**src/rtl/npu_host_driver.sv**
```systemverilog
// npu_host_driver
// Host-side initiator for the NPU three-FIFO interface. A start request
// latches three lengths. The block then streams cfg_len words from a
// synchronous ROM into the NPU config FIFO through a 2-entry buffer. After
// that it forwards in_len upstream words into the NPU input FIFO, and drains
// out_len results from the NPU output FIFO to a valid/ready consumer through
// a 2-entry buffer.
//
// Ports
//   CLK, RST                    rising-edge clock, async active-high reset
//   start                       one-cycle run request (ignored unless idle)
//   cfg_len/in_len/out_len      run lengths, sampled on an accepted start
//   cfg_rom_addr, cfg_rom_data  config ROM port (1-cycle read latency)
//   in_data/in_valid/in_ready   upstream input stream
//   res_data/res_valid/res_ready result stream to the consumer
//   npu_config_*                NPU config FIFO write side
//   npu_input_*                 NPU input FIFO write side
//   npu_output_*                NPU output FIFO read side (dout 1 cycle after rd_en)
//   busy, done                  status: busy in CFG/RUN, done pulses once per run
module npu_host_driver #(
  parameter int ADDR_W = 10,
  parameter int CNT_W  = 16
) (
  input  logic              CLK,
  input  logic              RST,
  input  logic              start,
  input  logic [ADDR_W-1:0] cfg_len,
  input  logic [CNT_W-1:0]  in_len,
  input  logic [CNT_W-1:0]  out_len,
  output logic [ADDR_W-1:0] cfg_rom_addr,
  input  logic [31:0]       cfg_rom_data,
  input  logic [31:0]       in_data,
  input  logic              in_valid,
  output logic              in_ready,
  output logic [31:0]       res_data,
  output logic              res_valid,
  input  logic              res_ready,
  output logic [31:0]       npu_config_data,
  output logic              npu_config_fifo_write_enable,
  input  logic              npu_config_fifo_full,
  output logic [31:0]       npu_input_data,
  output logic              npu_input_fifo_write_enable,
  input  logic              npu_input_fifo_full,
  output logic              npu_output_fifo_read_enable,
  input  logic [31:0]       npu_output_data,
  input  logic              npu_output_fifo_empty,
  output logic              busy,
  output logic              done
);

  typedef enum logic [1:0] {
    S_IDLE = 2'd0,
    S_CFG  = 2'd1,
    S_RUN  = 2'd2,
    S_DONE = 2'd3
  } state_e;

  state_e state_q, state_d;

  logic [ADDR_W-1:0] cfg_len_q, cfg_len_d;
  logic [ADDR_W-1:0] fetched_q, fetched_d;
  logic [ADDR_W-1:0] written_q, written_d;
  logic [CNT_W-1:0]  in_len_q, in_len_d;
  logic [CNT_W-1:0]  out_len_q, out_len_d;
  logic [CNT_W-1:0]  in_cnt_q, in_cnt_d;
  logic [CNT_W-1:0]  out_cnt_q, out_cnt_d;
  logic [CNT_W-1:0]  rd_iss_q, rd_iss_d;
  logic              rom_pend_q, rom_pend_d;
  logic [1:0][31:0]  cbuf_q, cbuf_d;
  logic              cwp_q, cwp_d, crp_q, crp_d;
  logic [1:0]        ccnt_q, ccnt_d;
  logic              rd_fly_q, rd_fly_d;
  logic [1:0][31:0]  rbuf_q, rbuf_d;
  logic              rwp_q, rwp_d, rrp_q, rrp_d;
  logic [1:0]        rcnt_q, rcnt_d;

  logic              in_cfg_s, in_run_s;
  logic              cfg_wr_s, cfg_room_s, cfg_issue_s;
  logic [ADDR_W-1:0] cfg_out_s;
  logic              in_fire_s, rd_en_s;
  logic              res_valid_s, pop_s, pop_buf_s, push_res_s;
  logic [31:0]       res_data_s;

  assign in_cfg_s  = (state_q == S_CFG);
  assign in_run_s  = (state_q == S_RUN);

  // Config path: words outstanding = fetched but not yet written.
  assign cfg_out_s = fetched_q - written_q;
  assign cfg_wr_s  = in_cfg_s && (ccnt_q != 2'd0) && !npu_config_fifo_full;
  // A write happening this cycle already frees its slot, so the 2-deep
  // pipeline keeps one word per cycle in flight instead of stalling.
  assign cfg_room_s  = (cfg_out_s < ADDR_W'(2'd2)) ||
                       (cfg_wr_s && (cfg_out_s == ADDR_W'(2'd2)));
  assign cfg_issue_s = in_cfg_s && (fetched_q < cfg_len_q) && cfg_room_s;

  assign in_fire_s = in_run_s && in_valid && !npu_input_fifo_full &&
                     (in_cnt_q < in_len_q);

  // Result buffer occupancy counts the word landing from the FIFO this cycle.
  assign rd_en_s = in_run_s && !npu_output_fifo_empty &&
                   (({1'b0, rcnt_q} + {2'b00, rd_fly_q}) < 3'd2) &&
                   (rd_iss_q < out_len_q);

  assign res_valid_s = (rcnt_q != 2'd0) || rd_fly_q;
  assign pop_s       = res_valid_s && res_ready;
  assign pop_buf_s   = pop_s && (rcnt_q != 2'd0);
  // A landing word that is consumed straight away never enters the buffer.
  assign push_res_s  = rd_fly_q && !(pop_s && (rcnt_q == 2'd0));

  // Result head: buffered word first, otherwise the word landing from the FIFO.
  always_comb begin
    res_data_s = 32'h0000_0000;
    if (rcnt_q != 2'd0) begin
      res_data_s = rbuf_q[rrp_q];
    end else if (rd_fly_q) begin
      res_data_s = npu_output_data;
    end else begin
      res_data_s = 32'h0000_0000;
    end
  end

  // Next-state logic for the run sequencer.
  always_comb begin
    state_d = state_q;
    case (state_q)
      S_IDLE: begin
        if (start) begin
          state_d = (cfg_len == {ADDR_W{1'b0}}) ? S_RUN : S_CFG;
        end else begin
          state_d = S_IDLE;
        end
      end
      S_CFG: begin
        if (written_q == cfg_len_q) begin
          state_d = S_RUN;
        end else begin
          state_d = S_CFG;
        end
      end
      S_RUN: begin
        if ((out_cnt_q == out_len_q) && (in_cnt_q == in_len_q)) begin
          state_d = S_DONE;
        end else begin
          state_d = S_RUN;
        end
      end
      S_DONE:  state_d = S_IDLE;
      default: state_d = S_IDLE;
    endcase
  end

  // Next-state logic for lengths, counters and both 2-entry buffers.
  always_comb begin
    cfg_len_d  = cfg_len_q;
    in_len_d   = in_len_q;
    out_len_d  = out_len_q;
    fetched_d  = fetched_q;
    written_d  = written_q;
    in_cnt_d   = in_cnt_q;
    out_cnt_d  = out_cnt_q;
    rd_iss_d   = rd_iss_q;
    rom_pend_d = rom_pend_q;
    cbuf_d     = cbuf_q;
    cwp_d      = cwp_q;
    crp_d      = crp_q;
    ccnt_d     = ccnt_q;
    rd_fly_d   = rd_fly_q;
    rbuf_d     = rbuf_q;
    rwp_d      = rwp_q;
    rrp_d      = rrp_q;
    rcnt_d     = rcnt_q;
    if ((state_q == S_IDLE) && start) begin
      cfg_len_d  = cfg_len;
      in_len_d   = in_len;
      out_len_d  = out_len;
      fetched_d  = {ADDR_W{1'b0}};
      written_d  = {ADDR_W{1'b0}};
      in_cnt_d   = {CNT_W{1'b0}};
      out_cnt_d  = {CNT_W{1'b0}};
      rd_iss_d   = {CNT_W{1'b0}};
      rom_pend_d = 1'b0;
      cwp_d      = 1'b0;
      crp_d      = 1'b0;
      ccnt_d     = 2'd0;
      rd_fly_d   = 1'b0;
      rwp_d      = 1'b0;
      rrp_d      = 1'b0;
      rcnt_d     = 2'd0;
    end else begin
      fetched_d  = fetched_q + ADDR_W'(cfg_issue_s);
      written_d  = written_q + ADDR_W'(cfg_wr_s);
      // The ROM answers one edge after the address; capture it one edge later.
      rom_pend_d = cfg_issue_s;
      if (rom_pend_q) begin
        cbuf_d[cwp_q] = cfg_rom_data;
        cwp_d         = ~cwp_q;
      end else begin
        cwp_d = cwp_q;
      end
      if (cfg_wr_s) begin
        crp_d = ~crp_q;
      end else begin
        crp_d = crp_q;
      end
      ccnt_d    = ccnt_q + {1'b0, rom_pend_q} - {1'b0, cfg_wr_s};
      in_cnt_d  = in_cnt_q + CNT_W'(in_fire_s);
      rd_iss_d  = rd_iss_q + CNT_W'(rd_en_s);
      rd_fly_d  = rd_en_s;
      out_cnt_d = out_cnt_q + CNT_W'(pop_s);
      if (push_res_s) begin
        rbuf_d[rwp_q] = npu_output_data;
        rwp_d         = ~rwp_q;
      end else begin
        rwp_d = rwp_q;
      end
      if (pop_buf_s) begin
        rrp_d = ~rrp_q;
      end else begin
        rrp_d = rrp_q;
      end
      rcnt_d = rcnt_q + {1'b0, push_res_s} - {1'b0, pop_buf_s};
    end
  end

  // State and datapath registers.
  always_ff @(posedge CLK or posedge RST) begin
    if (RST) begin
      state_q    <= S_IDLE;
      cfg_len_q  <= {ADDR_W{1'b0}};
      in_len_q   <= {CNT_W{1'b0}};
      out_len_q  <= {CNT_W{1'b0}};
      fetched_q  <= {ADDR_W{1'b0}};
      written_q  <= {ADDR_W{1'b0}};
      in_cnt_q   <= {CNT_W{1'b0}};
      out_cnt_q  <= {CNT_W{1'b0}};
      rd_iss_q   <= {CNT_W{1'b0}};
      rom_pend_q <= 1'b0;
      cbuf_q     <= {64{1'b0}};
      cwp_q      <= 1'b0;
      crp_q      <= 1'b0;
      ccnt_q     <= 2'd0;
      rd_fly_q   <= 1'b0;
      rbuf_q     <= {64{1'b0}};
      rwp_q      <= 1'b0;
      rrp_q      <= 1'b0;
      rcnt_q     <= 2'd0;
    end else begin
      state_q    <= state_d;
      cfg_len_q  <= cfg_len_d;
      in_len_q   <= in_len_d;
      out_len_q  <= out_len_d;
      fetched_q  <= fetched_d;
      written_q  <= written_d;
      in_cnt_q   <= in_cnt_d;
      out_cnt_q  <= out_cnt_d;
      rd_iss_q   <= rd_iss_d;
      rom_pend_q <= rom_pend_d;
      cbuf_q     <= cbuf_d;
      cwp_q      <= cwp_d;
      crp_q      <= crp_d;
      ccnt_q     <= ccnt_d;
      rd_fly_q   <= rd_fly_d;
      rbuf_q     <= rbuf_d;
      rwp_q      <= rwp_d;
      rrp_q      <= rrp_d;
      rcnt_q     <= rcnt_d;
    end
  end

  assign cfg_rom_addr                 = fetched_q;
  assign npu_config_data              = cbuf_q[crp_q];
  assign npu_config_fifo_write_enable = cfg_wr_s;
  assign in_ready                     = in_fire_s;
  assign npu_input_fifo_write_enable  = in_fire_s;
  assign npu_input_data               = in_data;
  assign npu_output_fifo_read_enable  = rd_en_s;
  assign res_valid                    = res_valid_s;
  assign res_data                     = res_data_s;
  assign busy                         = in_cfg_s || in_run_s;
  assign done                         = (state_q == S_DONE);

endmodule
```
**config.mk**
```make
export PLATFORM = sky130hd
export DESIGN_NAME = npu_host_driver
export DESIGN_NICKNAME = d
export VERILOG_FILES = /design/src/rtl/npu_host_driver.sv
export SDC_FILE = /design/constraint.sdc
export NUM_CORES = 1
export LEC_CHECK = 0
export CAP_MARGIN = 20
export CORE_MARGIN = 2
export CORE_UTILIZATION = 50
export DETAILED_ROUTE_END_ITERATION = 7
export GPL_TIMING_DRIVEN = 0
export HOLD_SLACK_MARGIN = 0.05
export PLACE_DENSITY = 0.78
export SKIP_LAST_GASP = 1
export SLEW_MARGIN = 25
export SYNTH_ARGS = -nofsm -noshare
export SYNTH_HDL_FRONTEND = slang
export SYNTH_SLANG_ARGS = --single-unit
export TNS_END_PERCENT = 10
```
**constraint.sdc**
```tcl
create_clock -name CLK -period 17.55 [get_ports CLK]
set_input_delay 3.51 -clock CLK [delete_from_list [all_inputs] [get_ports CLK]]
set_output_delay 3.51 -clock CLK [all_outputs]
set_load 0.005 [all_outputs]
```
==> qor.yml, run 1 <==
die:
  dieArea_um2: 27500
  initial_core_util_pct: 50.53
  die_y_um: 165.8
  die_w_um: 165.8
  io_pins: 259
  rows: 59
  coreArea_um2: 25910
global_route:
  overflow: 0
  grt_max_degree: 93
  grt_pass1_wl_mm: 51.35
  grtUsageTotal_pct: 22.60
  antenna_found_initial: 1
  grt_pass1_vias: 10210
setup_path:
  crit_buf_inv: 2
  cpMostUsedCell: "clkdlybuf4s50_1"
  cp_max_fo: 3
  rr_endpoint: "rd_iss_q[14]"
  cpMaxStageDelayCell: "clkdlybuf4s50_1"
  slowest_delay_ps: 640
  critPathArrivalTime_ps: 5740
  ff2ff_path_depth: 14
  crit_family: "buffers and inverters"
  path_cells: "clkdlybuf4s50_1 -> nor4b_1 -> o2111ai_1 -> a211oi_1 -> clkdlybuf4s50_1"
  cp.required_ps: 14040
  timing.rr.start: "rd_iss_q[9]"
  endpoint_kind: "primary output"
  r2r_slack_ps: 14120
  startpoint_type: "primary input"
  critPathKind: "primary input to primary output"
timing:
  rsz0062_at_grt: "no"
  finalHoldViolCount: 0
  tns_ps: 0
  setup_viol: 0
  slew_headroom_pct: 51.28
  worst_pin_slew_ps: 730.9
  period_share_pct: 52.72
  clock_skew_ps: 13.48
  fmax_mhz: 108.1
  period_needed_ps: 9252
  drv_slew: 0
final_layout:
  final_area_um2: 16830
  multi_input_area_um2: 6155
  n_antenna_cell: 0
  fin_nets: 1669
  areaGrowthSynthToFinish_pct: 28.52
  seqCellArea_um2: 6256
  drive_gt1_share_pct: 17.76
  layout.filler_cells: 2043
run:
  maxCapViolations: 0
route:
  detail_route.wirelength_mm: 31.09
  vias_per_cell: 5.394
  firstDrtPassIters: 5
  antenna_left: 0
  drc: 0
  routedWlPerCell_um: 17.18
  vias: 9763
  drtIter0Drc: 463
clock_network:
  hold_buffers: 0
  clockBufferDepth: 3
  clock_sinks: 250
  htree_levels: 1
  ctsResizeCount: 0
  postCtsSetupBuffers: 0
  clk_latency_ps: 540
  numCtsBuffers: 28
  cts_tree: "built"
  path_clk_slew_ps: 60
  root_buffer: "clkbuf_16"
hold_path:
  min_to: "rbuf_q[44]"
  hp-class: "flop to flop"
  whs_path_depth: 1
  hp-start: "rbuf_q[44]"
synth:
  yosysMostFrequentCell: "dfrtp_1"
  ys_ff_latch: 250
  synthCells: 1196
  yosysWarnings: 0
  yosysUniqueCellTypes: 52
  synth_ff_type: "dfrtp_1"
  synthArstFlopShare_pct: 100.0
  synthTopCellsByCount: "dfrtp_1, mux2_2, o21ai_0"
  synth_edf_count: 0
  synth_area_leaders: "dfrtp_1, mux2_2, ha_1"
  avgSynthCellArea_um2: 10.95
  ys_seq_area_share_pct: 47.78
  synth.largest_area_cell: "dfrtp_1"
  synth_area_um2: 13090
  synth_top_area_share_pct: 47.78
  synth_fp_nets: 1411
power:
  pwr-share-comb_pct: 32.5
  netSwitchingPower_uw: 640.1
  pwr-share-clk_pct: 29.8
  p_per_area_nw_per_um2: 123.8
  power.leakage_nw: 7.841
  peakVddDrop_mv: 0.07930
  swShare_pct: 30.73
  p_seq_share_pct: 37.8
  internal_power_mw: 1.443
placement:
  hpwl_mm: 22.68
  gp_congestion: 0.8855
  placed_area_um2: 15840
  numPortBuffers: 226
outcome:
  run_status: "completed"
sequential cells by signal (all words and copies together), names as in the netlist:
| register | count |
|---|---|
| out_len_q | 16 |
| rd_fly_q | 1 |
| in_cnt_q | 16 |
| crp_q | 1 |
| rrp_q | 1 |
| rom_pend_q | 1 |
| rbuf_q | 64 |
| ccnt_q | 2 |
| cbuf_q | 64 |
| written_q | 10 |
| rd_iss_q | 16 |
| out_cnt_q | 16 |
| state_q | 2 |
| in_len_q | 16 |
| rcnt_q | 2 |
| cwp_q | 1 |
| cfg_len_q | 10 |
| cfg_rom_addr | 10 |
| rwp_q | 1 |
power groups by stage:
stage / sequential, mW / combinational, mW / clock (mW)
floorplan: 0.773 / 0.420 / 0
global placement: 0.788 / 0.658 / 0
detailed placement: 0.796 / 0.675 / 0
CTS: 0.787 / 0.682 / 0.634
global route: 0.804 / 0.747 / 0.657
finish: 0.786 / 0.676 / 0.620
per-stage QoR:
stage	hold slack (ps)	utilization, %	instances	total power, mW	setup WS, ps
6_report	492.3	64.94	1810	2.083	8298
5_1_grt	513.2	64.94	1810	2.208	8168
4_1_cts	496.5	64.94	1810	2.104	8355
3_5_place_dp	482.6	61.12	1759	1.471	8373
3_3_place_gp	469.0	60.88	1757	1.445	3992
2_1_floorplan	452.3	-	1196	1.194	7168
cells by family (layout without fill, tap and decap cells):
family                   Yosys count  after routing  synth area share (%)
AO/OA/AOI/OAI                    137            137                 5.973
XOR/XNOR                          94             94                 6.346
adder cells (fa/ha/maj)           69             69                 6.651
buffers and inverters            144            423                 5.208
flip-flops                       250            250                 47.78
multiplexers                     192            192                 16.21
AND/OR/NAND/NOR                  310            310                 11.83
layer usage:
layer | GRT usage, % | wire [um] | share of wire (%)
met3 | 5.052 | 2134 | 6.9
met1 | 29.31 | 13420 | 43
met2 | 38.12 | 14840 | 48
met4 | 6.654 | 707 | 2.3
met5 | 0 | 0 | 0
worst max-delay path by stage:
stage	from	end	cells past startpoint
final	npu_output_fifo_empty	npu_output_fifo_read_enable	5
after detailed placement	npu_output_fifo_empty	npu_output_fifo_read_enable	5
after global placement	RST	cfg_len_q[7]	2
after floorplan	RST	cbuf_q[0]	1
after CTS	npu_output_fifo_empty	npu_output_fifo_read_enable	5
after global routing	npu_output_fifo_empty	npu_output_fifo_read_enable	5
area by class of cell:
class                      count  area share (%)
sequential                   250           37.18
clock buffer                  33           4.521
timing repair buffer         228           13.77
multi-input combinational    802           36.58
buffer                        85           2.736
inverter                      59           1.361
clock inverter                18           1.361
tap                          335           2.491
worst reg2reg max path: stages, from the launching register on:
cell	delay, ps
dfrtp_1	420
ha_1	310
a21o_1	160
a21o_1	170
a21oi_1	180
o2111ai_1	130
a211oi_1	590
ha_1	280
ha_1	250
and3_1	180
nand4_1	140
nor2_1	170
nand4_1	130
xor2_1	160
nor2_1	50
layout by cell type, fill, tap and decap left out, types with 6 or more instances in the layout:
master           count
a21o_1              12
a21oi_1             18
and2_1              16
and3_1              14
buf_2               14
buf_4               33
clkbuf_1            35
clkbuf_16           29
clkdlybuf4s50_1    226
clkinv_2             8
dfrtp_1            250
ha_1                68
inv_1               58
mux2_1               6
mux2_2             154
mux2i_1             32
nand2_1             69
nand3_1             65
nand4_1             21
nor2_1              74
nor3_1              12
o21ai_0             84
xnor2_1             39
xor2_1              54
Power figures use the tool's default switching activity.
==> inputs of run 2 (changes only) <==
==> constraint.sdc (replaced) <==
create_clock -name CLK -period 9.52 [get_ports CLK]
set_input_delay 1.904 -clock CLK [delete_from_list [all_inputs] [get_ports CLK]]
set_output_delay 1.904 -clock CLK [all_outputs]
set_load 0.005 [all_outputs]
==> results of run 2 <==
Same layout as run 1 (identical final DEF). Status: completed.
Main changes from that run: setup slack after placement 8373 ps -> 3555 ps; setup slack after layout 8298 ps -> 3480 ps; register-to-register setup slack 14120 ps -> 6090 ps; total power 2.083 mW -> 3.840 mW; worst IR drop on VDD 0.07930 mV -> 0.1462 mV
